**config.mk**
```make
export PLATFORM = sky130hd
export DESIGN_NAME = wam_mole
export DESIGN_NICKNAME = d
export VERILOG_FILES = /design/src/rtl/wam_mole_pkg.sv /design/src/rtl/wam_mole_hole.sv /design/src/rtl/wam_mole.sv
export SDC_FILE = /design/constraint.sdc
export NUM_CORES = 1
export LEC_CHECK = 0
export BUFFER_PORTS_ARGS = -buffer_cell sky130_fd_sc_hd__buf_2
export CAP_MARGIN = 5
export CELL_PAD_IN_SITES_DETAIL_PLACEMENT = 1
export CELL_PAD_IN_SITES_GLOBAL_PLACEMENT = 2
export CORE_MARGIN = 3
export CORE_UTILIZATION = 40
export DETAILED_ROUTE_END_ITERATION = 6
export GPL_ROUTABILITY_DRIVEN = 1
export MAX_ROUTING_LAYER = met4
export PLACE_DENSITY = 0.87
export SETUP_SLACK_MARGIN = 0.2
export SKIP_CTS_REPAIR_TIMING = 1
export SKIP_LAST_GASP = 1
export SLEW_MARGIN = 10
export SYNTH_ARGS = -nofsm -noshare
export SYNTH_HDL_FRONTEND = slang
export SYNTH_SLANG_ARGS = --single-unit
export TNS_END_PERCENT = 50
```
**constraint.sdc**
```tcl
create_clock -name clk -period 8.3 [get_ports clk]
set_clock_uncertainty 0.1 [all_clocks]
set_input_delay 0.83 -clock clk [delete_from_list [all_inputs] [get_ports clk]]
set_output_delay 0.83 -clock clk [all_outputs]
set_load 0.02 [all_outputs]
```
**src/rtl/wam_mole_pkg.sv**
```systemverilog
// Shared definitions for the whack-a-mole front end.
// Hole states, LFSR taps and small combinational helpers.
package wam_mole_pkg;

  localparam int HOLES = 8;

  // Galois mask for taps 16,14,13,11 (right-shifting form)
  localparam logic [15:0] LFSR_TAPS = 16'hB400;

  typedef enum logic [1:0] {
    IDLE = 2'd0,
    UP   = 2'd1,
    COOL = 2'd2
  } hole_st_t;

  function automatic logic [HOLES-1:0] lowest_one(
    input logic [HOLES-1:0] v
  );
    return v & (~v + HOLES'(1));
  endfunction

  function automatic logic [15:0] lfsr_next(
    input logic [15:0] s
  );
    return s[0] ? ((s >> 1) ^ LFSR_TAPS) : (s >> 1);
  endfunction

endpackage

```
**src/rtl/wam_mole_hole.sv**
```systemverilog
// One hole: IDLE/UP/COOL state machine with a tick-based timer.
// Reports a hit or a timeout as single-cycle combinational events.
module wam_hole
  import wam_mole_pkg::*;
#(
  parameter int COOL_TICKS = 200
) (
  input  logic        clk,
  input  logic        clr,
  input  logic        en,
  input  logic        spawn,
  input  logic        press,
  input  logic        tick,
  input  logic [15:0] life,
  output logic        mol,
  output logic        hit_evt,
  output logic        miss_evt
);

  localparam logic [15:0] COOL_LD = 16'(COOL_TICKS);

  hole_st_t    st, st_n;
  logic [15:0] tm, tm_n;

  always_ff @(posedge clk or posedge clr) begin
    if (clr) begin
      st <= IDLE;
      tm <= '0;
    end else begin
      st <= st_n;
      tm <= tm_n;
    end
  end

  always_comb begin
    st_n     = st;
    tm_n     = tm;
    hit_evt  = 1'b0;
    miss_evt = 1'b0;
    if (!en) begin
      st_n = IDLE;
      tm_n = '0;
    end else begin
      unique case (st)
        IDLE: begin
          if (spawn) begin
            st_n = UP;
            tm_n = life;
          end
        end
        UP: begin
          // a press beats a same-cycle timeout
          if (press) begin
            st_n    = COOL;
            tm_n    = COOL_LD;
            hit_evt = 1'b1;
          end else if (tick) begin
            if (tm <= 16'd1) begin
              st_n     = COOL;
              tm_n     = COOL_LD;
              miss_evt = 1'b1;
            end else begin
              tm_n = tm - 16'd1;
            end
          end
        end
        COOL: begin
          if (tick) begin
            if (tm <= 16'd1) begin
              st_n = IDLE;
              tm_n = '0;
            end else begin
              tm_n = tm - 16'd1;
            end
          end
        end
        default: begin
          st_n = IDLE;
          tm_n = '0;
        end
      endcase
    end
  end

  assign mol = (st == UP);

endmodule

```
**src/rtl/wam_mole.sv**
```systemverilog
// Whack-a-mole front end: tick divider, LFSR spawner, level
// tracking, eight hole FSMs and a one-hot hit serializer.
module wam_mole
  import wam_mole_pkg::*;
#(
  parameter int          TICK_DIV   = 50000,
  parameter int          UP_TICKS   = 1000,
  parameter int          COOL_TICKS = 200,
  parameter int          SPAWN_GAP  = 300,
  parameter logic [15:0] LFSR_SEED  = 16'hACE1
) (
  input  logic             clk,
  input  logic             clr,
  input  logic             en,
  input  logic [HOLES-1:0] btn,
  input  logic             lvl_up,
  output logic [HOLES-1:0] mol,
  output logic [HOLES-1:0] hit,
  output logic             miss,
  output logic [1:0]       level
);

  logic [31:0]      div;
  logic [15:0]      spc;
  logic [15:0]      lfsr;
  logic [HOLES-1:0] btn_q;
  logic [2:0]       lsync;
  logic [HOLES-1:0] pend;

  logic             tick;
  logic             spawn_try;
  logic             lvl_rise;
  logic [HOLES-1:0] press;
  logic [HOLES-1:0] issue;
  logic [HOLES-1:0] hit_evt;
  logic [HOLES-1:0] miss_evt;
  logic [15:0]      life_raw;
  logic [15:0]      life;

  assign tick      = (div == 32'(TICK_DIV - 1));
  assign spawn_try = tick && en
                  && (spc == 16'(SPAWN_GAP - 1));
  assign press     = btn & ~btn_q;
  assign lvl_rise  = lsync[1] & ~lsync[2];
  assign life_raw  = 16'(UP_TICKS) >> level;
  assign life      = (life_raw == '0) ? 16'd1 : life_raw;
  // forced gap after every pulse keeps edges distinct
  assign issue     = (hit == '0) ? lowest_one(pend) : '0;

  always_ff @(posedge clk or posedge clr) begin
    if (clr) begin
      div   <= '0;
      spc   <= '0;
      lfsr  <= LFSR_SEED;
      btn_q <= '0;
      lsync <= '0;
      level <= '0;
      pend  <= '0;
      hit   <= '0;
      miss  <= 1'b0;
    end else begin
      div   <= tick ? '0 : div + 32'd1;
      lfsr  <= lfsr_next(lfsr);
      btn_q <= btn;
      lsync <= {lsync[1:0], lvl_up};
      if (tick && en)
        spc <= spawn_try ? '0 : spc + 16'd1;
      if (lvl_rise && level != 2'd3)
        level <= level + 2'd1;
      pend  <= (pend & ~issue) | hit_evt;
      hit   <= issue;
      miss  <= |miss_evt;
    end
  end

  for (genvar i = 0; i < HOLES; i++) begin : g_hole
    wam_hole #(
      .COOL_TICKS(COOL_TICKS)
    ) u_hole (
      .clk     (clk),
      .clr     (clr),
      .en      (en),
      .spawn   (spawn_try && lfsr[2:0] == 3'(i)),
      .press   (press[i]),
      .tick    (tick),
      .life    (life),
      .mol     (mol[i]),
      .hit_evt (hit_evt[i]),
      .miss_evt(miss_evt[i])
    );
  end

endmodule

```
Yosys cells after proc, flatten, opt, wreduce, memory -nomap -nowiden

Index checks and enable logic that the tools add are counted.

Output and inout bits: 19
Bits in registers: 238
Input bits: 12
Word-level logic and storage cells: 358

Reductions and logical operators: 39
Shift-type cells: 1
Add/sub/neg operators: 12
Muxes and demuxes: 197
$lt $le $gt $ge: 8
Equality and inequality tests: 66
Bitwise gates (word level): 10

Operators with widths:

| kind                                                                              | count |
|---|---|
| 16-bit 2-to-1 mux                                                                 | 59 |
| 16-bit case mux with 3 select lines                                               | 8 |
| 16-bit by 1-bit less-or-equal comparator with 1-bit output, second input constant | 8 |
| 16-bit by 1-bit subtractor with 16-bit output, second input constant              | 8 |
| 2-bit 2-to-1 mux                                                                  | 56 |
| 1-bit 2-to-1 mux                                                                  | 64 |
| 4-bit inequality test, second input constant                                      | 16 |
| 3-bit by 2-bit inequality test with 1-bit output, second input constant           | 16 |
| 2-bit case mux with 3 select lines                                                | 8 |
| 5-bit AND reduction                                                               | 8 |
| 32-bit by 1-bit adder with 32-bit output, second input constant                   | 1 |
| 32-bit by 16-bit == test with 1-bit output, second input constant                 | 1 |
| 32-bit 2-to-1 mux                                                                 | 1 |
| 8-bit bitwise AND                                                                 | 3 |
| 3-bit inequality test, second input constant                                      | 8 |
| 8-bit inverter                                                                    | 3 |
| 3-bit AND reduction                                                               | 8 |
| 16-bit by 1-bit adder with 16-bit output, second input constant                   | 1 |
| 16-bit by 9-bit == test with 1-bit output, second input constant                  | 1 |
| 2-bit by 1-bit == test with 1-bit output, second input constant                   | 8 |
| 2-bit == test, second input constant                                              | 8 |
| 16-bit zero test                                                                  | 1 |
| 2-bit zero test                                                                   | 8 |
| 10-bit by 2-bit >> shifter with 16-bit output, first input constant               | 1 |
| 15 further kinds                                                                  | 29 |

Logic depth before layout (Yosys ltp)

Gate-level depths: netlist of run 1.

Depth after elaboration: 7
Gate-level depth with buffers: 10

By module

Synthesis of run 1 repeated with hierarchy kept, for this count alone.

Cells, all modules: 1583
Area, all modules: 14834.2 um2

By module, submodules not included:

| module   | cells each | seq. area each (um2) | area each (um2) | times used |
|---|---|---|---|---|
| wam_hole | 152        | 450.4                | 1327.5          | 8 |
| wam_mole | 367        | 2362.3               | 4214.0          | 1 |

Worst setup path before layout of run 1

No wires, ideal clock.

Path type: register -> register
Start point: register g_hole[6].u_hole.tm[8]
End point: register g_hole[6].u_hole.tm[0]
Buffers on the path: 2
Stages on the path, launching flop included: 9
Setup slack: 5.480 ns
Arrival time: 2.590 ns
Setup time: 0.129 ns
Required time: 8.071 ns
Cells stage by stage: dfrtp_1 -> or4_4 -> or4_4 -> or4_1 -> buf_2 -> and3_4 -> buf_6 -> a221oi_4 -> a21oi_2

Longest elaborated chain between the ends: 6

Ends and longest elaborated chain:

| element                                                      | RTL line                                 | source |
|---|---|---|
| start, declared                                              | wam_mole_hole.sv:23                      | `logic [15:0] tm, tm_n;` |
| start signal, assigned                                       | wam_mole_hole.sv:31                      | `tm <= tm_n;` |
| 16-bit by 1-bit less-or-equal comparator with 1-bit output * | wam_mole_hole.sv:58, wam_mole_hole.sv:69 |  |
| 16-bit 2-to-1 mux                                            | wam_mole_hole.sv:58                      | `if (tm <= 16'd1) begin` |
| 16-bit 2-to-1 mux                                            | wam_mole_hole.sv:57                      | `end else if (tick) begin` |
| 16-bit 2-to-1 mux                                            | wam_mole_hole.sv:53                      | `if (press) begin` |
| 16-bit case mux with 3 select lines *                        | wam_mole_hole.sv:44                      | `unique case (st)` |
| 16-bit 2-to-1 mux *                                          | wam_mole_hole.sv:40                      | `if (!en) begin` |

Every way passes the cells marked *; elsewhere a longest branch is shown, timed or not. The select of a mux whose other input is x is not followed.
A chain may end at the register's enable or synchronous reset.

Final worst setup path of run 1

Start point: input en
End point: register g_hole[1].u_hole.tm[5]

Longest elaborated chain between the ends: 5

Ends and longest elaborated chain:

| element                                                    | RTL line            | source |
|---|---|---|
| start, declared                                            | wam_mole.sv:14      | `input logic en,` |
| 1-bit logical AND                                          | wam_mole.sv:41      | `assign spawn_try = tick && en` |
| 1-bit logical AND                                          | wam_mole.sv:42      | `&& (spc == 16'(SPAWN_GAP - 1));` |
| 1-bit logical AND                                          | wam_mole.sv:83      | `.spawn (spawn_try && lfsr[2:0] == 3'(i)),` |
| 3-bit by 2-bit inequality test with 1-bit output (no line) | --                  |  |
| 3-bit AND reduction (no line)                              | --                  |  |
| end signal, assigned                                       | wam_mole_hole.sv:31 |  |
| end, declared                                              | wam_mole_hole.sv:23 |  |

Several ways; a longest one is shown, not always the timed one.

==> impl_metrics.json, run 1 <==
{
  "area_delta_synth_final_pct": 11.2,
  "worst_ir_drop_vdd_mv": 0.166,
  "end_kind": "register",
  "syn-num-nets": 1546,
  "n_antenna_cell": 0,
  "dp_slack_ns": 4.32,
  "synth_flop_cell": "dfrtp_1",
  "drive_gt1_frac": 0.0954,
  "final.min_clock_period_ns": 3.53,
  "post-route-util": 0.456,
  "routed_wl_microns": 40700,
  "drv_slew": 0,
  "drt_iter0_drc": 901,
  "finalHoldViolCount": 0,
  "io_buffers": 30,
  "grt_start_max_net_pins": 121,
  "timing.rr.end": "g_hole[6].u_hole.tm[9]",
  "ys_top_cells_by_area": "dfrtp_1 (43%), o21ai_0 (4.8%), nor2_1 (4.7%)",
  "cts_tree": "built",
  "ys_ff_latch": 238,
  "synthesis.area_sq_um": 13500,
  "cts_sinks": 238,
  "finalSetupViolCount": 0,
  "finalNetCount": 1542,
  "start_util": 0.410,
  "reg2reg_from": "div[19]",
  "grt_first_pass_wirelength_microns": 67600,
  "postSynthCellCount": 1512,
  "hold_class": "register to register",
  "whs_endpoint": "lsync[1]",
  "fin_setup_tns_ns": 0,
  "postLayoutSetupSlackWorst_ns": 4.77,
  "die_w_microns": 190,
  "status": "finished, final reports clean",
  "worst_setup_path_start_kind": "primary input",
  "yosysUniqueCellTypes": 83,
  "leakage_nw": 6.59,
  "fmax_mhz": 283,
  "worst_pin_slew_ns": 1.21,
  "ys_warn_count": 0,
  "via_per_inst": 6.05,
  "grt_usage": 0.236,
  "critPathArrivalTime_ns": 3.88,
  "required_ns": 8.65,
  "overflow": 0,
  "rsz0062_at_grt": "no",
  "hold_slack_ns": 0.248,
  "io_pins": 31,
  "async_flop_share": 1.00,
  "p_per_area_nw_per_um2": 274,
  "vias": 11900,
  "clkSlewWorstSetupHoldPaths_ns": 0.06,
  "p_total_mw": 4.10,
  "core_sq_um": 32900,
  "clockBufferDepth": 3,
  "criticalPathCategory": "primary input to register",
  "r2r_slack_ns": 4.79,
  "period_share": 0.426,
  "hp-start": "lsync[0]",
  "row_count": 66,
  "dieHeight_microns": 190,
  "clk_latency_ns": 0.56,
  "htreeDepth": 1,
  "drc_errors": 0,
  "synth.most_common_cell": "dfrtp_1",
  "gp_congestion": 0.820,
  "route.antenna.remaining_nets": 0,
  "antenna_found_initial": 1,
  "drt_first_pass_iters": 6,
  "hold_depth": 0,
  "synth_top_area_cell": "dfrtp_1",
  "max_slew_margin": 0.196,
  "synth_edf_count": 0,
  "routedWlPerCell_microns": 20.7,
  "synth_top_area_frac": 0.427,
  "ys_top_cells_by_count": "dfrtp_1 (230), nor2_1 (169), o21ai_0 (128)",
  "cap_viol_max_count": 0,
  "path_max_fanout": 40,
  "grt_pass1_vias": 12300,
  "avgSynthCellArea_sq_um": 8.91,
  "dp_hpwl_microns": 27700,
  "cts_buffers": 30,
  "ys_seq_area_frac": 0.443,
  "fp.dieArea_sq_um": 35900,
  "root_buffer": "clkbuf_16",
  "fillers": 3828,
  "reg2reg_depth": 6
}
per-layer routing:
| metal | part of all wire | GRT usage | vias up |
|---|---|---|---|
| met4 | 0.034 | 0.0714 | 0 |
| met2 | 0.46 | 0.366 | 237 |
| met1 | 0.46 | 0.321 | 6073 |
| li1 | - | - | 5547 |
| met5 | 0 | - | - |
| met3 | 0.043 | 0.0348 | 87 |
worst max-delay path: stages:
cell	delay [ns]
buf_2	0.50
buf_4	0.50
nand2_1	0.18
nor2_1	0.26
a31oi_1	0.16
a31oi_1	0.86
o21ai_0	0.27
a22o_1	0.31
layout make-up:
class / instances / area (sq um) / share of cell area
inverters: 50 / 195 / 0.0130
flip-flops and latches: 238 / 5970 / 0.398
repair buffers: 46 / 270 / 0.0180
clock buffers: 44 / 905 / 0.0603
clock inverters: 11 / 134 / 0.00893
multi-input cells: 1142 / 6970 / 0.465
well taps: 442 / 553 / 0.0369
registers in the layout, summed over array words and instances, names as in the netlist:
signal,count
g_hole.u_hole.st,16
pend,8
spc,16
level,2
hit,8
miss,1
btn_q,8
lsync,3
g_hole.u_hole.tm,128
div,32
lfsr,16
how the worst max path moves through the flow:
stage	cells after the start	end	slack, ns	startpoint
floorplan	1	btn_q[0]	0.85	clr
global placement	8	g_hole[1].u_hole.st[1]	4.39	en
detailed placement	8	g_hole[1].u_hole.st[1]	4.32	en
CTS	6	g_hole[6].u_hole.tm[9]	4.80	div[21]
global route	8	g_hole[1].u_hole.tm[5]	4.46	en
finish	8	g_hole[1].u_hole.tm[5]	4.77	en
cell usage in the layout (no fill, tap or decap), drive strengths merged, types with 10 or more instances in the layout:
cell,count
o41ai,11
xor2,36
a211oi,10
o21ai,137
nor4,41
a22o,16
nor3,57
buf,46
a31oi,21
nand2,110
nor2b,21
ha,22
nand2b,21
dfrtp,230
nand4,13
o211ai,20
nand3,59
or4,26
o31ai,24
xnor2,36
inv,50
and3,25
a22oi,10
or3,16
clkbuf,44
nor2,169
or2,12
nor3b,10
a21oi,71
through the flow:
step,cells,area (sq um)
2_1_floorplan,1512,13500
3_3_place_gp,1917,13900
3_5_place_dp,1917,13900
4_1_cts,1972,15000
5_1_grt,1973,15000
6_report,1973,15000
kinds of logic (layout without fill, tap and decap cells):
group,count (synthesis),in the layout,synth area share
fa+ha+maj,22,22,0.0204
flops,238,238,0.443
compound gates,424,424,0.209
buf+inv,132,151,0.0407
mux,11,11,0.00900
simple gates,613,613,0.232
xor+xnor,72,72,0.0468
power by group:
part	leakage (nW)	total, mW	switching (mW)	internal [mW]
sequential	3.17	1.49	0.197	1.29
clock	0.519	1.36	0.519	0.842
combinational	2.90	1.25	0.810	0.444
total	6.59	4.10	1.53	2.58
(Power assumes the default switching activity.)
==> inputs of run 2 (changes only) <==
Settings changed: CORE_UTILIZATION 40 to 36, PLACE_DENSITY 0.87 to 0.83.
Clock period 8.3 ns to 3 ns, I/O delays scaled along.
==> run 2 against run 1 <==
Compared with the run above: non-clock buffer count grew 87; routed wire length grew 3.2%; die area grew 11%; worst hold slack lost 0.14 ns; setup slack lost 4.6 ns; flip-flop and latch count is the same; first-iteration DRC count shrank 44%; largest power group unchanged; combinational power grew to 3.0 times the previous value; power grew to 2.9 times the previous value; core utilization shrank 2.5 points; sequential power grew to 2.8 times the previous value; sequential share of layout area shrank 2.2 points.
==> impl_metrics.json, run 2 (same netlist as run 1, synthesis figures left out) <==
{
  "cts_buffers": 29,
  "reg2reg_depth": 6,
  "worst-path-stages": 6,
  "cts_tree": "built",
  "die_w_microns": 200,
  "largest_register": "g_hole.u_hole.tm",
  "finalNetCount": 1628,
  "fp.dieArea_sq_um": 39800,
  "reg_top3": "g_hole.u_hole.tm: 128 flops, div: 32 flops",
  "rsz0062_at_grt": "yes",
  "drt_first_pass_iters": 5,
  "dp_slack_ns": 0.0907,
  "clockBufferDepth": 3,
  "row_count": 70,
  "crit_top_cell": "or4_4",
  "grt_start_max_net_pins": 79,
  "finalSetupViolCount": 0,
  "n_antenna_cell": 0,
  "vias": 12200,
  "clk_latency_ns": 0.56,
  "routed_wl_microns": 42000,
  "crit_slowest_cell": "or4_4",
  "drv_slew": 0,
  "overflow": 0,
  "period_share": 0.930,
  "timing.rr.end": "g_hole[6].u_hole.tm[8]",
  "path_delay_family": "simple AND/OR/NAND/NOR gates",
  "grt_pass1_vias": 12700,
  "dieHeight_microns": 200,
  "placed_area_sq_um": 14500,
  "leakage_nw": 7.03,
  "clkSlewWorstSetupHoldPaths_ns": 0.06,
  "drc_errors": 0,
  "worstSetupEndpoint": "g_hole[6].u_hole.tm[8]",
  "startpoint": "g_hole[6].u_hole.tm[9]",
  "area_delta_synth_final_pct": 17.8,
  "gp_congestion": 0.852,
  "worst_pin_slew_ns": 0.857,
  "p_total_mw": 11.8,
  "core_sq_um": 36800,
  "hp-start": "en",
  "final_cell_mix": "dfrtp_1 (229), nor2_1 (169), o21ai_0 (127), nand2_1 (109), buf_4 (89)",
  "worst_ir_drop_vdd_mv": 0.555,
  "mostFrequentLayoutCell": "dfrtp_1",
  "finalHoldViolCount": 0,
  "r2r_slack_ns": 0.21,
  "postLayoutSetupSlackWorst_ns": 0.211,
  "start_util": 0.366,
  "stdcell_area_sq_um": 15900,
  "required_ns": 3.34,
  "p_per_area_nw_per_um2": 743,
  "hold_class": "primary input to register",
  "drive_gt1_frac": 0.150,
  "io_buffers": 30,
  "cpPeakStageDelay_ns": 0.58,
  "criticalPathCategory": "register to register",
  "cts_sinks": 238,
  "drt_iter0_drc": 507,
  "largest_reg_flops": 128,
  "reg2reg_from": "g_hole[6].u_hole.tm[9]",
  "dp_hpwl_microns": 29500,
  "fmax_mhz": 359,
  "via_per_inst": 5.85,
  "grt_first_pass_wirelength_microns": 68600,
  "end_kind": "register",
  "root_buffer": "clkbuf_16",
  "path_max_fanout": 7,
  "critPathArrivalTime_ns": 3.12,
  "grt_usage": 0.218,
  "antenna_found_initial": 0,
  "max_slew_margin": 0.425,
  "route.antenna.remaining_nets": 0,
  "worst_setup_path_start_kind": "register",
  "final.min_clock_period_ns": 2.79,
  "status": "finished, final reports clean",
  "cap_viol_max_count": 0,
  "htreeDepth": 1,
  "routedWlPerCell_microns": 20.2,
  "crit_chain": "or4_4 > or4_4 > or4_4 > and3_4 > a32oi_2 > o21ai_1",
  "io_pins": 31,
  "cp_num_buf_inv": 0
}
## run 2: cell count changes in the layout (fill, tap and decap cells not counted), sizes merged
cell,change
buf,+77
dlygate4sd3,+10
clkinv,-4
bufinv,+3
clkbuf,-3
clkinvlp,+3
## run 2: cell type report
cell class / count / area (sq um)
timing repair buffer: 133 / 998
clock buffer: 41 / 821
sequential: 238 / 5970
multi-input combinational: 1142 / 7090
inverter: 50 / 191
tap: 468 / 586
fill: 4260 / 20900
clock inverter: 13 / 224
## run 2: where the power goes
group	internal [mW]	total [mW]	switching, mW
Sequential	3.57	4.12	0.543
Clock	2.42	3.87	1.46
Combinational	1.48	3.81	2.33
Total	7.47	11.8	4.33
## run 2: worst min-delay path by stage
stage | to | cells past startpoint | slack (ns)
after floorplan | lfsr[2] | 0 | 0.23
after global placement | lfsr[2] | 0 | 0.23
after detailed placement | lfsr[6] | 0 | 0.25
after CTS | g_hole[0].u_hole.tm[15] | 2 | -0.34
after global routing | g_hole[1].u_hole.tm[8] | 3 | 0.13
final | g_hole[1].u_hole.tm[8] | 3 | 0.11
## run 2: worst register-to-register path, cell delays in order, from the launching register on
cell and delay (ns):
dfrtp_2 0.42, or4_4 0.55, or4_4 0.47, or4_4 0.59, and3_4 0.25, a32oi_2 0.21, o21ai_1 0.08
## run 2: metrics by stage
step / std cells / hold slack [ns] / TNS [ns] / utilization
5_1_grt: 2085 / 0.126 / 0 / 0.432
4_1_cts: 2064 / -0.339 / 0 / 0.423
3_3_place_gp: 2010 / 0.232 / 0 / 0.395
3_5_place_dp: 2010 / 0.248 / 0 / 0.395
2_1_floorplan: 1512 / 0.231 / -118.06 / -
6_report: 2085 / 0.113 / 0 / 0.432
## run 2: layer usage
metal | wire, microns | global-route usage | up-vias
met4 | 1360 | 0.0636 | 0
li1 | - | - | 5726
met5 | 0 | - | -
met1 | 19600 | 0.290 | 6203
met2 | 19500 | 0.349 | 184
met3 | 1580 | 0.0293 | 77
